## src/rtl/wb_host_master.sv

```systemverilog
// Single-outstanding Wishbone classic master bridging a valid/ready command port
// to a valid/ready response port, with a per-transaction STB timeout.
module wb_host_master #(
    parameter int unsigned TIMEOUT = 255
) (
    input  logic        wb_clk_i,
    input  logic        wb_rst_i,
    input  logic        cmd_valid_i,
    output logic        cmd_ready_o,
    input  logic        cmd_we_i,
    input  logic [31:0] cmd_adr_i,
    input  logic [31:0] cmd_dat_i,
    input  logic [3:0]  cmd_sel_i,
    output logic        rsp_valid_o,
    input  logic        rsp_ready_i,
    output logic [31:0] rsp_dat_o,
    output logic        rsp_err_o,
    output logic        rsp_tmo_o,
    output logic        wbm_cyc_o,
    output logic        wbm_stb_o,
    output logic        wbm_we_o,
    output logic [31:0] wbm_adr_o,
    output logic [31:0] wbm_dat_o,
    output logic [3:0]  wbm_sel_o,
    input  logic        wbm_ack_i,
    input  logic        wbm_err_i,
    input  logic [31:0] wbm_dat_i
);

    typedef enum logic [1:0] {StIdle, StBus, StResp} state_e;

    state_e      state_q, state_d;
    logic [15:0] cnt_q, cnt_d;
    logic        cyc_q, cyc_d;
    logic        we_q, we_d;
    logic [31:0] adr_q, adr_d;
    logic [31:0] dat_q, dat_d;
    logic [3:0]  sel_q, sel_d;
    logic [31:0] rsp_dat_q, rsp_dat_d;
    logic        rsp_err_q, rsp_err_d;
    logic        rsp_tmo_q, rsp_tmo_d;
    logic [31:0] cnt_inc;

    assign cnt_inc = 32'(cnt_q) + 32'd1;

    always_comb begin
        state_d   = state_q;
        cnt_d     = cnt_q;
        cyc_d     = cyc_q;
        we_d      = we_q;
        adr_d     = adr_q;
        dat_d     = dat_q;
        sel_d     = sel_q;
        rsp_dat_d = rsp_dat_q;
        rsp_err_d = rsp_err_q;
        rsp_tmo_d = rsp_tmo_q;
        unique case (state_q)
            StIdle: begin
                if (cmd_valid_i) begin
                    we_d    = cmd_we_i;
                    adr_d   = cmd_adr_i;
                    dat_d   = cmd_we_i ? cmd_dat_i : 32'd0;
                    sel_d   = cmd_sel_i;
                    cyc_d   = 1'b1;
                    cnt_d   = '0;
                    state_d = StBus;
                end
            end
            StBus: begin
                // ERR outranks ACK; either outranks a timeout landing in the same cycle.
                if (wbm_err_i) begin
                    cyc_d     = 1'b0;
                    rsp_dat_d = 32'd0;
                    rsp_err_d = 1'b1;
                    rsp_tmo_d = 1'b0;
                    state_d   = StResp;
                end else if (wbm_ack_i) begin
                    cyc_d     = 1'b0;
                    rsp_dat_d = we_q ? 32'd0 : wbm_dat_i;
                    rsp_err_d = 1'b0;
                    rsp_tmo_d = 1'b0;
                    state_d   = StResp;
                end else if (cnt_inc >= TIMEOUT) begin
                    cyc_d     = 1'b0;
                    cnt_d     = (cnt_q == '1) ? cnt_q : cnt_inc[15:0];
                    rsp_dat_d = 32'd0;
                    rsp_err_d = 1'b1;
                    rsp_tmo_d = 1'b1;
                    state_d   = StResp;
                end else begin
                    cnt_d = (cnt_q == '1) ? cnt_q : cnt_inc[15:0];
                end
            end
            StResp: begin
                if (rsp_ready_i) begin
                    state_d = StIdle;
                end
            end
            default: state_d = StIdle;
        endcase
    end

    always_ff @(posedge wb_clk_i) begin
        if (wb_rst_i) begin
            state_q   <= StIdle;
            cnt_q     <= '0;
            cyc_q     <= 1'b0;
            we_q      <= 1'b0;
            adr_q     <= '0;
            dat_q     <= '0;
            sel_q     <= '0;
            rsp_dat_q <= '0;
            rsp_err_q <= 1'b0;
            rsp_tmo_q <= 1'b0;
        end else begin
            state_q   <= state_d;
            cnt_q     <= cnt_d;
            cyc_q     <= cyc_d;
            we_q      <= we_d;
            adr_q     <= adr_d;
            dat_q     <= dat_d;
            sel_q     <= sel_d;
            rsp_dat_q <= rsp_dat_d;
            rsp_err_q <= rsp_err_d;
            rsp_tmo_q <= rsp_tmo_d;
        end
    end

    assign cmd_ready_o = (state_q == StIdle) && !wb_rst_i;
    assign rsp_valid_o = (state_q == StResp);
    assign rsp_dat_o   = rsp_dat_q;
    assign rsp_err_o   = rsp_err_q;
    assign rsp_tmo_o   = rsp_tmo_q;
    assign wbm_cyc_o   = cyc_q;
    assign wbm_stb_o   = cyc_q;
    assign wbm_we_o    = we_q;
    assign wbm_adr_o   = adr_q;
    assign wbm_dat_o   = dat_q;
    assign wbm_sel_o   = sel_q;

endmodule

```

## config.mk

```make
export PLATFORM = sky130hd
export DESIGN_NAME = wb_host_master
export DESIGN_NICKNAME = d
export VERILOG_FILES = /design/src/rtl/wb_host_master.sv
export SDC_FILE = /design/constraint.sdc
export NUM_CORES = 1
export LEC_CHECK = 0
export CAP_MARGIN = 20
export CORE_AREA = 4 4 109 111
export CTS_CLUSTER_DIAMETER = 30
export DETAILED_ROUTE_END_ITERATION = 6
export DIE_AREA = 0 0 113 115
export HOLD_SLACK_MARGIN = 0.08
export PLACE_DENSITY = 0.88
export SLEW_MARGIN = 20
export SYNTH_ARGS = -nofsm -noshare
export SYNTH_HDL_FRONTEND = slang
export SYNTH_SLANG_ARGS = --single-unit
```

## constraint.sdc

```tcl
create_clock -name wb_clk_i -period 3.5 [get_ports wb_clk_i]
set_input_delay 0.35 -clock wb_clk_i [delete_from_list [all_inputs] [get_ports wb_clk_i]]
set_output_delay 0.35 -clock wb_clk_i [all_outputs]
set_load 0.02 [all_outputs]
```

# ---- Word-level counts from Yosys, hierarchy flattened
# Index checks and enable logic that the tools add are counted.
dict set report totals {
  reg_bits 122
  latch_bits 0
  ramBits 0
  rom_bits 0
  inputBits 107
  out_inout_bits 107
  wordCells 56
  memories 0
}
dict set report classes {
  addsub 1
  multipliers 0
  n_div 0
  magnitude_cmp 1
  n_eq_ne 9
  shifts 0
  mux 25
  n_bitwise 0
  n_reduce_logical 10
}
# op n
set ops {}
lappend ops {{two-way mux 32 bit} 5}
lappend ops {{two-way mux 16 bit} 4}
lappend ops {{case mux 16 bit (2 select lines)} 1}
lappend ops {{adder 16 x 1 -> 17 bit, second input constant} 1}
lappend ops {{>= comparator 17 x 8 -> 1 bit, second input constant} 1}
lappend ops {{equality test 16 bit, second input constant} 1}
lappend ops {{two-way mux 2 bit} 5}
lappend ops {{two-way mux 1 bit} 8}
lappend ops {{inequality test 2 bit, second input constant} 4}
lappend ops {{case mux 2 bit (3 select lines)} 1}
lappend ops {{AND reduction 3 bit} 2}
lappend ops {{AND reduction 5 bit} 1}
lappend ops {{inequality test 4 bit, second input constant} 1}
lappend ops {{AND reduction 2 bit} 2}
lappend ops {{nonzero test 3 bit} 1}
lappend ops {{equality test 2 x 1 -> 1 bit, second input constant} 1}
lappend ops {{equality test 2 bit, second input constant} 1}
lappend ops {{zero test 2 bit} 1}
lappend ops {{inequality test 2 x 1 -> 1 bit, second input constant} 1}
lappend ops {{case mux 1 bit (2 select lines)} 1}
lappend ops {{nonzero test 2 bit} 1}
lappend ops {{logical AND 1 bit} 1}
lappend ops {{zero test 1 bit} 1}

# ---- Logic depth before layout (Yosys ltp)
# Gate-level depths: netlist (run 1).
dict set report depth {
  depth_word 6
  mapped_depth 9
  mapped_depth_nobuf 8
}

# ---- Worst setup path after synthesis (run 1)
# OpenSTA, ideal clock, no wires.
dict set report synth_path {
  path_type {flip-flop to flip-flop}
  startpoint {register cnt_q[0]}
  endpoint {register rsp_err_q, in the netlist rsp_err_o}
  setup_ns 0.119
  t_arrival_ns 2.043
  required_ns 3.381
  slack_ns 1.338
  path_stages_with_launch 8
  path_buffers 0
  period_less_slack_ns 2.162
  path_cell_list {dfxtp_1 > ha_1 > nand3_2 > nor4_4 > nand4_1 > a221oi_2 > a21oi_4 > o221a_2}
}
dict set report synth_between {
  elab_chain_cells 4
}
# item line
set synth_lines {}
lappend synth_lines {{from (decl)} 33} ;# logic [15:0] cnt_q, cnt_d;
lappend synth_lines {{from (signal assigned)} 117} ;# cnt_q <= cnt_d;
lappend synth_lines {{adder 16 x 1 -> 17 bit} 44} ;# assign cnt_inc = 32'(cnt_q) + 32'd1;
lappend synth_lines {{>= comparator 17 x 8 -> 1 bit} 83} ;# end else if (cnt_inc >= TIMEOUT) begin
lappend synth_lines {{nonzero test 3 bit (no source line)} -}
lappend synth_lines {{AND reduction 2 bit (no source line)} -}
lappend synth_lines {{to (signal assigned)} 124} ;# rsp_err_q <= rsp_err_d;
lappend synth_lines {{to (decl)} 40} ;# logic rsp_err_q, rsp_err_d;
# Every way passes these cells.
# A chain may end at the register's enable or synchronous reset.

# ---- Worst setup path after layout (run 1)
dict set report layout_path {
  startpoint {register cnt_q[0]}
  endpoint {register cnt_q[15]}
}
dict set report layout_between {
  elab_chain_cells 5
  elab_cells_between_ends 8
  cone_classes {add/sub: 1; eq/ne: 2; mux: 4; reduce/logical: 1}
}
# item line
set layout_lines {}
lappend layout_lines {{adder 16 x 1 -> 17 bit} 44}
lappend layout_lines {{two-way mux 16 bit} {85, 91}}
lappend layout_lines {{two-way mux 16 bit} 77} ;# end else if (wbm_ack_i) begin
lappend layout_lines {{two-way mux 16 bit} 71} ;# if (wbm_err_i) begin
lappend layout_lines {{case mux 16 bit (2 select lines)} 57} ;# unique case (state_q)
# Parallel ways exist; a longest one is shown, timed or not. The select of a mux whose other input is x is not followed.

==> metrics.md, run 1 <==
| Metric | Value |
|---|---|
| Post-route DRC | 0 |
| Synth-to-Final Area Change | 58.5% |
| Antenna violations before repair | 1 |
| RSZ-0062 raised after global routing | no |
| Grt met1 use | 25.6% |
| Setup violators final | 0 |
| Setup TNS | 0 ns |
| Routing usage on met2 | 44.8% |
| GRT Max-Usage Layer | met2 |
| Mux contribution to synthesized area | 0% |
| Post-Synth Adder-Cell Area | 0.522% |
| Leakage | 0.00272 uW |
| YS warnings | 0 |
| I/O pin count | 214 |
| Status | complete, no violations |
| Buffers on Ports | 213 |
| GR Util met3 | 10.5% |
| Die span in x | 113 um |
| Largest family of logic cells by synthesized area | simple AND/OR/NAND/NOR gates |
| Max clock buf depth | 2 |
| Primary FF master, synth | dfxtp_1 |
| Yosys reg bits | 122 |
| Cell area after synthesis | 0.00479 sq mm |
| Register area | 0.00244 sq mm |
| Resized cells post-CTS | 0 |
| Max_cap viols | 0 |
| Clock latency on the worst-skew pair | 0.51 ns |
| Clock root buffer | clkbuf_8 |
| Grt total ovfl | 0 |
| Crit-path max FO | 13 |
| Vias in the first global route | 5181 |
| Crit path time final | 2.84 ns |
| Routed vias/inst | 5.33 |
| Fin Clk Skew | 0.00743 ns |
| Max IR drop VDD | 0.000332 V |
| Die height | 115 um |
| Antenna diode count | 0 |
| CTS Sinks | 122 |
| Power density cells | 512 mW/mm^2 |
| Largest net degree at the start of global routing | 67 |
| Fin Hold WS | 0.280 ns |
| GRT Total Usage | 25.2% |
| Fin. Hold Viols | 0 |
| Via count | 5066 |
| Final Wtd Congestion | 0.921 |
| Period utilization | 81.3% |
| Syn_nets | 715 |
| Core area | 0.0108 sq mm |
| EDFF count, synth | 0 |
| CTS buffer count | 17 |
| HP Class | in -> reg |
| Yosys top cell area share | 51.0% |
| Critical path launch point type | flip-flop |
| Compound-Gate Fraction of Synth Area | 17.3% |
| Hold-fix buffers at CTS | 0 |
| Fillers | 741 |
| Mapped Avg Cell Area | 7.90 sq um |
| Critical Path RT | 3.94 ns |
| Drt initial violations | 279 |
| Pre-Repair DR Iteration Count | 5 |
| Asr flop ratio synth | 0% |
| Die area | 0.0130 sq mm |
| Netlist cell types | 44 |
| Clock slew at reported path FFs | 0.06 ns |
| Number of routed nets with antenna violations | 0 |
| Top post-synthesis cells by area | dfxtp_1 (51%), nand2_1 (14%), a21oi_1 (9.3%) |
| Footprint of the multi-input gates | 0.00214 sq mm |
| Arr. time, crit path | 3.29 ns |
| Worst Setup End Kind | flip-flop |
| Placed wire-length estimate | 11.3 mm |
| Routed WL | 16.3 mm |
| Share of cells above drive strength 1 | 6.54% |
| Final Max Tran Viols | 0 |
| Post-Synthesis Cells | 606 |
| Area leader, netlist | dfxtp_1 |
| Final #Nets | 906 |
| WL/cell | 17.2 um |
| Post-CTS Repair Setup Buffers | 0 |
| XOR/XNOR share of the synthesized area | 0.914% |
| Fraction of the mapped netlist area in simple logic gates | 25.7% |
| Max Clk Rate | 0.352 GHz |
| Worst Max-Slew Pin Slew | 0.971 ns |
| H-tree depth | 4 |
| CTS tree | yes |
| Placement Rows | 38 |
| Initial Util | 44.4% |
| Max transition margin | 34.9% |
| Sequential share of the synthesized area | 51.0% |
| First-pass GRT wire length | 26.0 mm |
| Worst setup path class | reg -> reg |
==> per-layer routing <==
metal / part of all wire [%] / wire (um) / vias to the layer above
met5: 0.043 / 7 / -
met4: 4.4 / 717 / 2
met3: 8.9 / 1460 / 56
met2: 53 / 8580 / 221
met1: 34 / 5570 / 2350
li1: - / - / 2437
==> cell usage after synthesis (2+ instances only) <==
cell and number:
nand2b_1 2, buf_6 3, or3_1 5, o221a_2 2, a311oi_1 2, and3_1 4
nor2_1 17, and2_1 3, o21ai_0 16, nand2_1 180, nand4_1 4, a31oi_1 2
o21ai_1 29, inv_1 2, nand3_1 43, nor2b_1 3, buf_2 4, a21oi_1 89
buf_1 3, nor4_1 2, clkbuf_1 36, nor3_1 5, or4_1 2, xnor2_1 5
dfxtp_1 122, ha_1 2, nor4_4 2
==> through the flow <==
step                std cells  power, uW  cell area [sq um]  utilization (%)  setup slack, ns
floorplan                 606       1730               4790                -             1.34
global route              950       4020               7590             70.4            0.447
finish                    950       3890               7590             70.4            0.656
detailed placement        918       2000               6940             64.3            0.779
global placement          918       1990               6940             64.3            0.880
CTS                       950       3910               7600             70.4            0.728
==> layout make-up <==
| cell class | instances | share of cell area (%) |
|---|---|---|
| multi-input combinational | 434 | 28.2 |
| inverter | 3 | 0.148 |
| timing repair buffer | 219 | 28.5 |
| clock buffer | 21 | 6.18 |
| tap | 140 | 2.31 |
| clock inverter | 11 | 2.50 |
| sequential | 122 | 32.2 |
==> placed cells by master, fill, tap and decap left out, types with 3 or more instances in the layout <==
cell	count
xnor2_1	5
nand3_1	43
or3_1	5
o21ai_0	16
nor2b_1	3
nand2_1	179
a21oi_1	89
nor2_1	17
clkdlybuf4s50_1	211
and3_1	4
nand4_1	4
o21ai_1	29
bufinv_16	5
nor3_1	5
dfxtp_1	122
clkbuf_8	5
buf_4	6
clkinv_2	3
clkbuf_16	16
==> worst paths after layout <==
check | endpoint | start | slack, ns | cells past startpoint
max | cnt_q[15] | cnt_q[0] | 0.66 | 8
min reg2reg | wbm_dat_o[7] | wbm_dat_o[7] | 0.45 | 2
min | cnt_q[0] | wb_rst_i | 0.28 | 2
max reg2reg | cnt_q[15] | cnt_q[0] | 0.66 | 8
==> critical path, stage by stage, from the launching register on <==
cell	delay, ns
dfxtp_1	0.43
ha_1	0.34
nand3_2	0.16
nor4_4	0.42
a2111oi_2	0.14
buf_4	0.22
nor2_1	0.63
o21ai_0	0.25
a21oi_1	0.19
==> flip-flops by register name, summed over array words and instances, names as in the netlist <==
| name | cells |
|---|---|
| wbm_dat_o | 32 |
| wbm_adr_o | 32 |
| wbm_cyc_o | 1 |
| cnt_q | 16 |
| wbm_sel_o | 4 |
| state_q | 2 |
| wbm_we_o | 1 |
| rsp_dat_o | 32 |
| rsp_err_o | 1 |
| rsp_tmo_o | 1 |
==> power breakdown <==
| part | internal, uW | leakage [uW] | switching (uW) | total [uW] |
|---|---|---|---|---|
| logic | 239 | 0.00140 | 257 | 497 |
| registers | 1450 | 0.000993 | 31.7 | 1480 |
| clock network | 1300 | 0.000324 | 614 | 1920 |
| total | 2990 | 0.00272 | 902 | 3890 |
==> cells by family after synthesis <==
logic type,Yosys count
xor+xnor,5
compound gates,150
simple gates,277
buf+inv,50
flops,122
fa+ha+maj,2
(Power assumes the default switching activity.)
==> inputs of run 2 (changes only) <==
--- a/config.mk
+++ b/config.mk
@@ -6,12 +6,12 @@
 export NUM_CORES = 1
 export LEC_CHECK = 0
 export CAP_MARGIN = 20
-export CORE_AREA = 4 4 109 111
+export CORE_AREA = 4 4 112 114
 export CTS_CLUSTER_DIAMETER = 30
 export DETAILED_ROUTE_END_ITERATION = 6
-export DIE_AREA = 0 0 113 115
+export DIE_AREA = 0 0 116 118
 export HOLD_SLACK_MARGIN = 0.08
-export PLACE_DENSITY = 0.88
+export PLACE_DENSITY = 0.84
 export SLEW_MARGIN = 20
 export SYNTH_ARGS = -nofsm -noshare
 export SYNTH_HDL_FRONTEND = slang
==> constraint.sdc (replaced) <==
create_clock -name wb_clk_i -period 2.9 [get_ports wb_clk_i]
set_input_delay 0.29 -clock wb_clk_i [delete_from_list [all_inputs] [get_ports wb_clk_i]]
set_output_delay 0.29 -clock wb_clk_i [all_outputs]
set_load 0.02 [all_outputs]
==> run 2 against run 1 <==
Compared with the run above: final cell count is 0.84% higher; worst hold slack worse by 0.015 ns; critical path depth stayed put; non-clock buffer count rose by 5; fmax rose by 5.8%; wire length grew 0.18%; setup slack got worse by 0.45 ns; largest cell class unchanged; combinational power up 24%; clock power up 16%.
==> metrics.md, run 2 (same netlist as run 1, synthesis figures left out) <==
| Metric | Value |
|---|---|
| Critical path launch point type | flip-flop |
| Pre-Repair DR Iteration Count | 5 (unchanged) |
| Final Max Tran Viols | 0 (unchanged) |
| GRT Total Usage | 24.1% (-1.1 points) |
| CTS Sinks | 122 (unchanged) |
| CTS tree | yes |
| Resized cells post-CTS | 0 (unchanged) |
| Max Clk Rate | 0.372 GHz (+5.8%) |
| Antenna diode count | 0 (unchanged) |
| Hold-fix buffers at CTS | 0 (unchanged) |
| Buffers on Ports | 213 (unchanged) |
| H-tree depth | 4 (unchanged) |
| Post-CTS Repair Setup Buffers | 0 (unchanged) |
| Clock root buffer | clkbuf_16 |
| Die span in x | 116 um (+2.7%) |
| Post-route DRC | 0 (unchanged) |
| Max clock buf depth | 2 (unchanged) |
| Number of routed nets with antenna violations | 0 (unchanged) |
| Commonest non-fill, non-tap cell in the layout | clkdlybuf4s50_1 |
| Setup TNS | 0 ns (unchanged) |
| Vias in the first global route | 5191 (+0.19%) |
| Crit path time final | 2.69 ns (-0.155 ns) |
| Fin. Hold Viols | 0 (unchanged) |
| WL/cell | 17.1 um (-0.65%) |
| Leakage | 0.00272 uW (about the same) |
| Power density cells | 606 mW/mm^2 (+18%) |
| Depth of the most critical reg-to-reg path | 8 (unchanged) |
| Grt total ovfl | 0 (unchanged) |
| CTS buffer count | 17 (unchanged) |
| Routed WL | 16.4 mm (+0.18%) |
| Setup violators final | 0 (unchanged) |
| Synth-to-Final Area Change | 59.6% |
| Fin Clk Skew | 0.0120 ns (+0.00452 ns) |
| Worst Max-Slew Pin Slew | 0.761 ns (-0.210 ns) |
| RSZ-0062 raised after global routing | no |
| Max transition margin | 49.3% (+14 points) |
| Commonest non-fill, non-tap cells in the layout | clkdlybuf4s50_1 (212), nand2_1 (179), dfxtp_1 (122), a21oi_1 (89), nand3_1 (43) |
| Status | complete, no violations |
| Die height | 118 um (+2.6%) |
| Share of cells above drive strength 1 | 6.99% (+0.45 points) |
| Max stage delay on crit path | 0.45 ns (-0.18 ns) |
| Slowest-stage cell, CP | nor4_4 |
| Placed wire-length estimate | 11.4 mm (+1.1%) |
| WP buf/inv | 1 (unchanged) |
| Hold depth | 2 (unchanged) |
| Final Wtd Congestion | 0.843 (-8.4%) |
| Placed cell area | 0.00699 sq mm (+0.78%) |
| Crit path max-delay family | compound AO/OA/AOI/OAI gates |
| Arr. time, crit path | 2.98 ns (-0.31 ns) |
| Max_cap viols | 0 (unchanged) |
| Crit-path max FO | 36 (+23) |
| Core area | 0.0114 sq mm (+5.8%) |
| Die area | 0.0137 sq mm (+5.3%) |
| Largest net degree at the start of global routing | 77 (+15%) |
| HP Class | in -> reg |
| Initial Util | 41.9% (-2.4 points) |
| Clock slew at reported path FFs | 0.06 ns (about the same) |
| Worst setup path class | reg -> reg |
| Clock latency on the worst-skew pair | 0.41 ns (-0.10 ns) |
| Antenna violations before repair | 0 (-1) |
| Final #Nets | 911 (+0.55%) |
| Drt initial violations | 371 (+33%) |
| Placement Rows | 39 (+2.6%) |
| Routed vias/inst | 5.25 (-1.5%) |
| Max IR drop VDD | 0.000403 V (+21%) |
| Worst-path cell chain | ha_1 > nand3_2 > nor4_4 > nand4_1 > a221oi_2 > a21oi_4 > buf_4 > o221a_2 |
| Worst Setup End Kind | flip-flop |
| Via count | 5034 (-0.63%) |
| Finished Cell Area | 0.00764 sq mm (+0.64%) |
| Period utilization | 92.7% (+11 points) |
| I/O pin count | 214 (unchanged) |
| First-pass GRT wire length | 26.2 mm (+1.0%) |
| Critical Path RT | 3.19 ns (-0.75 ns) |
| Cell depth of the worst setup path | 8 (unchanged) |
| Fin Hold WS | 0.266 ns (-0.0146 ns) |
## run 2: cell count changes in the layout (fill, tap and decap cells not counted), moves of 2 or more
cell        delta
clkinv_4       +2
buf_4          +4
clkbuf_8       -4
clkinv_2       -2
clkinvlp_4     +4
## run 2: final timing paths
| check | from | endpoint | slack, ns |
|---|---|---|---|
| worst min-delay path | wb_rst_i | wbm_adr_o[30] | 0.27 |
| worst min register to register | rsp_dat_o[17] | rsp_dat_o[17] | 0.44 |
| worst max-delay path | cnt_q[0] | rsp_tmo_o | 0.21 |
| worst max register to register | cnt_q[0] | rsp_tmo_o | 0.21 |
## run 2: layout make-up
| class | instances | area, sq um |
|---|---|---|
| clock buffer | 18 | 439 |
| clock inverter | 14 | 198 |
| fill | 876 | 3780 |
| inverter | 3 | 11.3 |
| multi-input combinational | 434 | 2150 |
| sequential | 122 | 2440 |
| tap | 143 | 179 |
| timing repair buffer | 224 | 2220 |
## run 2: through the flow
stage | instances | setup WS (ns) | util, % | total power [uW]
detailed placement | 926 | 0.282 | 61.2 | 2430
floorplan | 606 | 0.738 | - | 2080
global route | 958 | 0.0257 | 66.9 | 4780
global placement | 926 | 0.410 | 61.2 | 2410
finish | 958 | 0.211 | 66.9 | 4630
CTS | 958 | 0.227 | 66.8 | 4660
## run 2: worst reg2reg max path, stage by stage, from the launching register on
cell	delay, ns
dfxtp_1	0.41
ha_1	0.32
nand3_2	0.14
nor4_4	0.45
nand4_1	0.17
a221oi_2	0.43
a21oi_4	0.08
buf_4	0.26
o221a_2	0.29
## run 2: per-layer routing
metal,track usage (%),share of wire (%)
met5,0,0
met4,9.50,2.9
met3,9.92,9.8
met2,41.4,53
met1,25.9,35
## run 2: report_power, final
part | switching, uW | total [uW] | internal, uW | leakage [uW]
Clock | 772 | 2230 | 1460 | 0.000294
Sequential | 38.4 | 1780 | 1740 | 0.000993
Combinational | 316 | 616 | 301 | 0.00143
Total | 1130 | 4630 | 3510 | 0.00272
==> inputs of run 3 (changes only) <==
--- a/config.mk
+++ b/config.mk
@@ -10,6 +10,7 @@
 export CTS_CLUSTER_DIAMETER = 30
 export DETAILED_ROUTE_END_ITERATION = 6
 export DIE_AREA = 0 0 116 118
+export GPL_ROUTABILITY_DRIVEN = 0
 export HOLD_SLACK_MARGIN = 0.08
 export PLACE_DENSITY = 0.84
 export SLEW_MARGIN = 20
==> run 3 against run 2 <==
Compared with the run above: clock power shrank 6%; combinational power shrank 1%; clock skew is 0.0013 ns lower; register-to-register slack better by 0.11 ns; final cell count decreased by 0.10%; critical endpoint unchanged; largest power group unchanged.
==> metrics.md, run 3 (same netlist as run 1, synthesis figures left out) <==
| Metric | Value |
|---|---|
| Placed wire-length estimate | 10.9 mm (-4.8%) |
| Initial Util | 41.9% (unchanged) |
| Final Max Tran Viols | 0 (unchanged) |
| Crit-path max FO | 36 (unchanged) |
| Leakage | 0.00272 uW (about the same) |
| Core area | 0.0114 sq mm (unchanged) |
| Worst Max-Slew Pin Slew | 0.736 ns (-0.0242 ns) |
| Worst Setup End Kind | flip-flop |
| Clock root buffer | clkbuf_16 |
| HP Class | in -> reg |
| Pre-Repair DR Iteration Count | 5 (unchanged) |
| Worst setup path class | reg -> reg |
| Die area | 0.0137 sq mm (unchanged) |
| Arr. time, crit path | 2.93 ns (-0.05 ns) |
| Antenna violations before repair | 0 (unchanged) |
| Setup TNS | 0 ns (unchanged) |
| Worst-path cell chain | inv_1 > ha_1 > nor2_1 > o2111ai_1 > o311ai_0 > a211oi_2 > a21oi_4 > buf_4 > o221a_2 |
| Max transition margin | 50.9% (+1.6 points) |
| Combinational Power Share | 13.5% (+0.2 points) |
| Grt total ovfl | 0 (unchanged) |
| Buffers on Ports | 213 (unchanged) |
| First-pass GRT wire length | 25.0 mm (-4.8%) |
| WP buf/inv | 2 (+1) |
| Antenna diode count | 0 (unchanged) |
| Status | complete, no violations |
| Die height | 118 um (unchanged) |
| Synth-to-Final Area Change | 58.4% |
| Final Util | 66.5% (-0.47 points) |
| Final Worst Setup Slack | 0.318 ns (+0.107 ns) |
| Power density cells | 592 mW/mm^2 (-2.3%) |
| Routed WL | 15.6 mm (-4.8%) |
| Cell-internal power | 3450 uW (-1.6%) |
| Hold-fix buffers at CTS | 0 (unchanged) |
| H-tree depth | 4 (unchanged) |
| Share of cells above drive strength 1 | 6.51% (-0.48 points) |
| Cell depth of the worst setup path | 9 (+1) |
| Crit path time final | 2.58 ns (-0.107 ns) |
| CTS buffer count | 17 (unchanged) |
| Hold depth | 2 (unchanged) |
| CTS tree | yes |
| Post-CTS Repair Setup Buffers | 0 (unchanged) |
| Fin. Hold Viols | 0 (unchanged) |
| Fillers | 886 (+1.1%) |
| Via count | 5067 (+0.66%) |
| Max stage delay on crit path | 0.54 ns (+0.09 ns) |
| Routed vias/inst | 5.29 (+0.76%) |
| Post-route DRC | 0 (unchanged) |
| Pre-CTS setup slack | 0.468 ns (+0.185 ns) |
| Critical Path RT | 3.25 ns (+0.06 ns) |
| Number of routed nets with antenna violations | 0 (unchanged) |
| Vias in the first global route | 5009 (-3.5%) |
| Placement Rows | 39 (unchanged) |
| Max Clk Rate | 0.387 GHz (+4.1%) |
| RSZ-0062 raised after global routing | no |
| CTS Sinks | 122 (unchanged) |
| GRT Total Usage | 22.8% (-1.2 points) |
| I/O pin count | 214 (unchanged) |
| Fin Clk Skew | 0.0107 ns (-0.00125 ns) |
| Max_cap viols | 0 (unchanged) |
| Clock network power share | 46.8% (-1.4 points) |
| Reg power frac | 39.7% (+1.2 points) |
| Die span in x | 116 um (unchanged) |
| WL/cell | 16.3 um (-4.7%) |
| Critical path launch point type | flip-flop |
| Depth of the most critical reg-to-reg path | 9 (+1) |
| Max IR drop VDD | 0.000521 V (+29%) |
| Sw Pwr | 1040 uW (-7.4%) |
| Switching part of the total | 23.2% (-1.1 points) |
| Drt initial violations | 385 (+3.8%) |
| Period utilization | 89.0% (-3.7 points) |
| Clock latency on the worst-skew pair | 0.40 ns (about the same) |
| Final #Nets | 911 (unchanged) |
| Clock slew at reported path FFs | 0.05 ns (about the same) |
| Resized cells post-CTS | 0 (unchanged) |
| Pwr Total | 4490 uW (-3.0%) |
| Crit path max-delay family | compound AO/OA/AOI/OAI gates |
| Largest net degree at the start of global routing | 68 (-12%) |
| Max clock buf depth | 2 (unchanged) |
| Setup violators final | 0 (unchanged) |
| Slowest-stage cell, CP | o311ai_0 |
| Commonest non-fill, non-tap cells in the layout | clkdlybuf4s50_1 (212), nand2_1 (179), dfxtp_1 (122), a21oi_1 (89), nand3_1 (43) |
| Commonest non-fill, non-tap cell in the layout | clkdlybuf4s50_1 |
==> run 3: routing by layer <==
layer,global-route usage (%),part of all wire (%)
met5,0,0
met2,37.9,51
met3,8.79,8.2
met4,10.9,3.3
met1,25.3,37
==> run 3: final timing paths <==
kind / from / endpoint / slack [ns]
worst min-delay path: wb_rst_i / cnt_q[1] / 0.33
worst min register to register: rsp_dat_o[7] / rsp_dat_o[7] / 0.44
worst max register to register: cnt_q[0] / rsp_tmo_o / 0.32
worst max-delay path: cnt_q[0] / rsp_tmo_o / 0.32
==> run 3: cell type report <==
cell class	instances	area, sq um	area share [%]
Inverter	3	11.3	0.148
Sequential cell	122	2440	32.2
Clock inverter	8	118	1.55
Tap cell	143	179	2.36
Multi-Input combinational cell	434	2140	28.2
Clock buffer	23	478	6.30
Timing Repair Buffer	224	2220	29.3
==> run 3: power groups by stage <==
stage	Sequential (uW)	Combinational [uW]	Clock, uW
after floorplan	1890	191	0
after global routing	1790	653	2210
final	1780	608	2100
after detailed placement	1820	606	0
after global placement	1810	597	0
after CTS	1780	612	2130
==> run 3: stage by stage <==
step | std cells | hold WS (ns) | area [sq um]
after floorplan | 606 | 0.399 | 4790
after global placement | 926 | 0.436 | 6990
after detailed placement | 926 | 0.439 | 6990
after CTS | 957 | 0.310 | 7590
after global routing | 957 | 0.352 | 7590
final | 957 | 0.331 | 7590
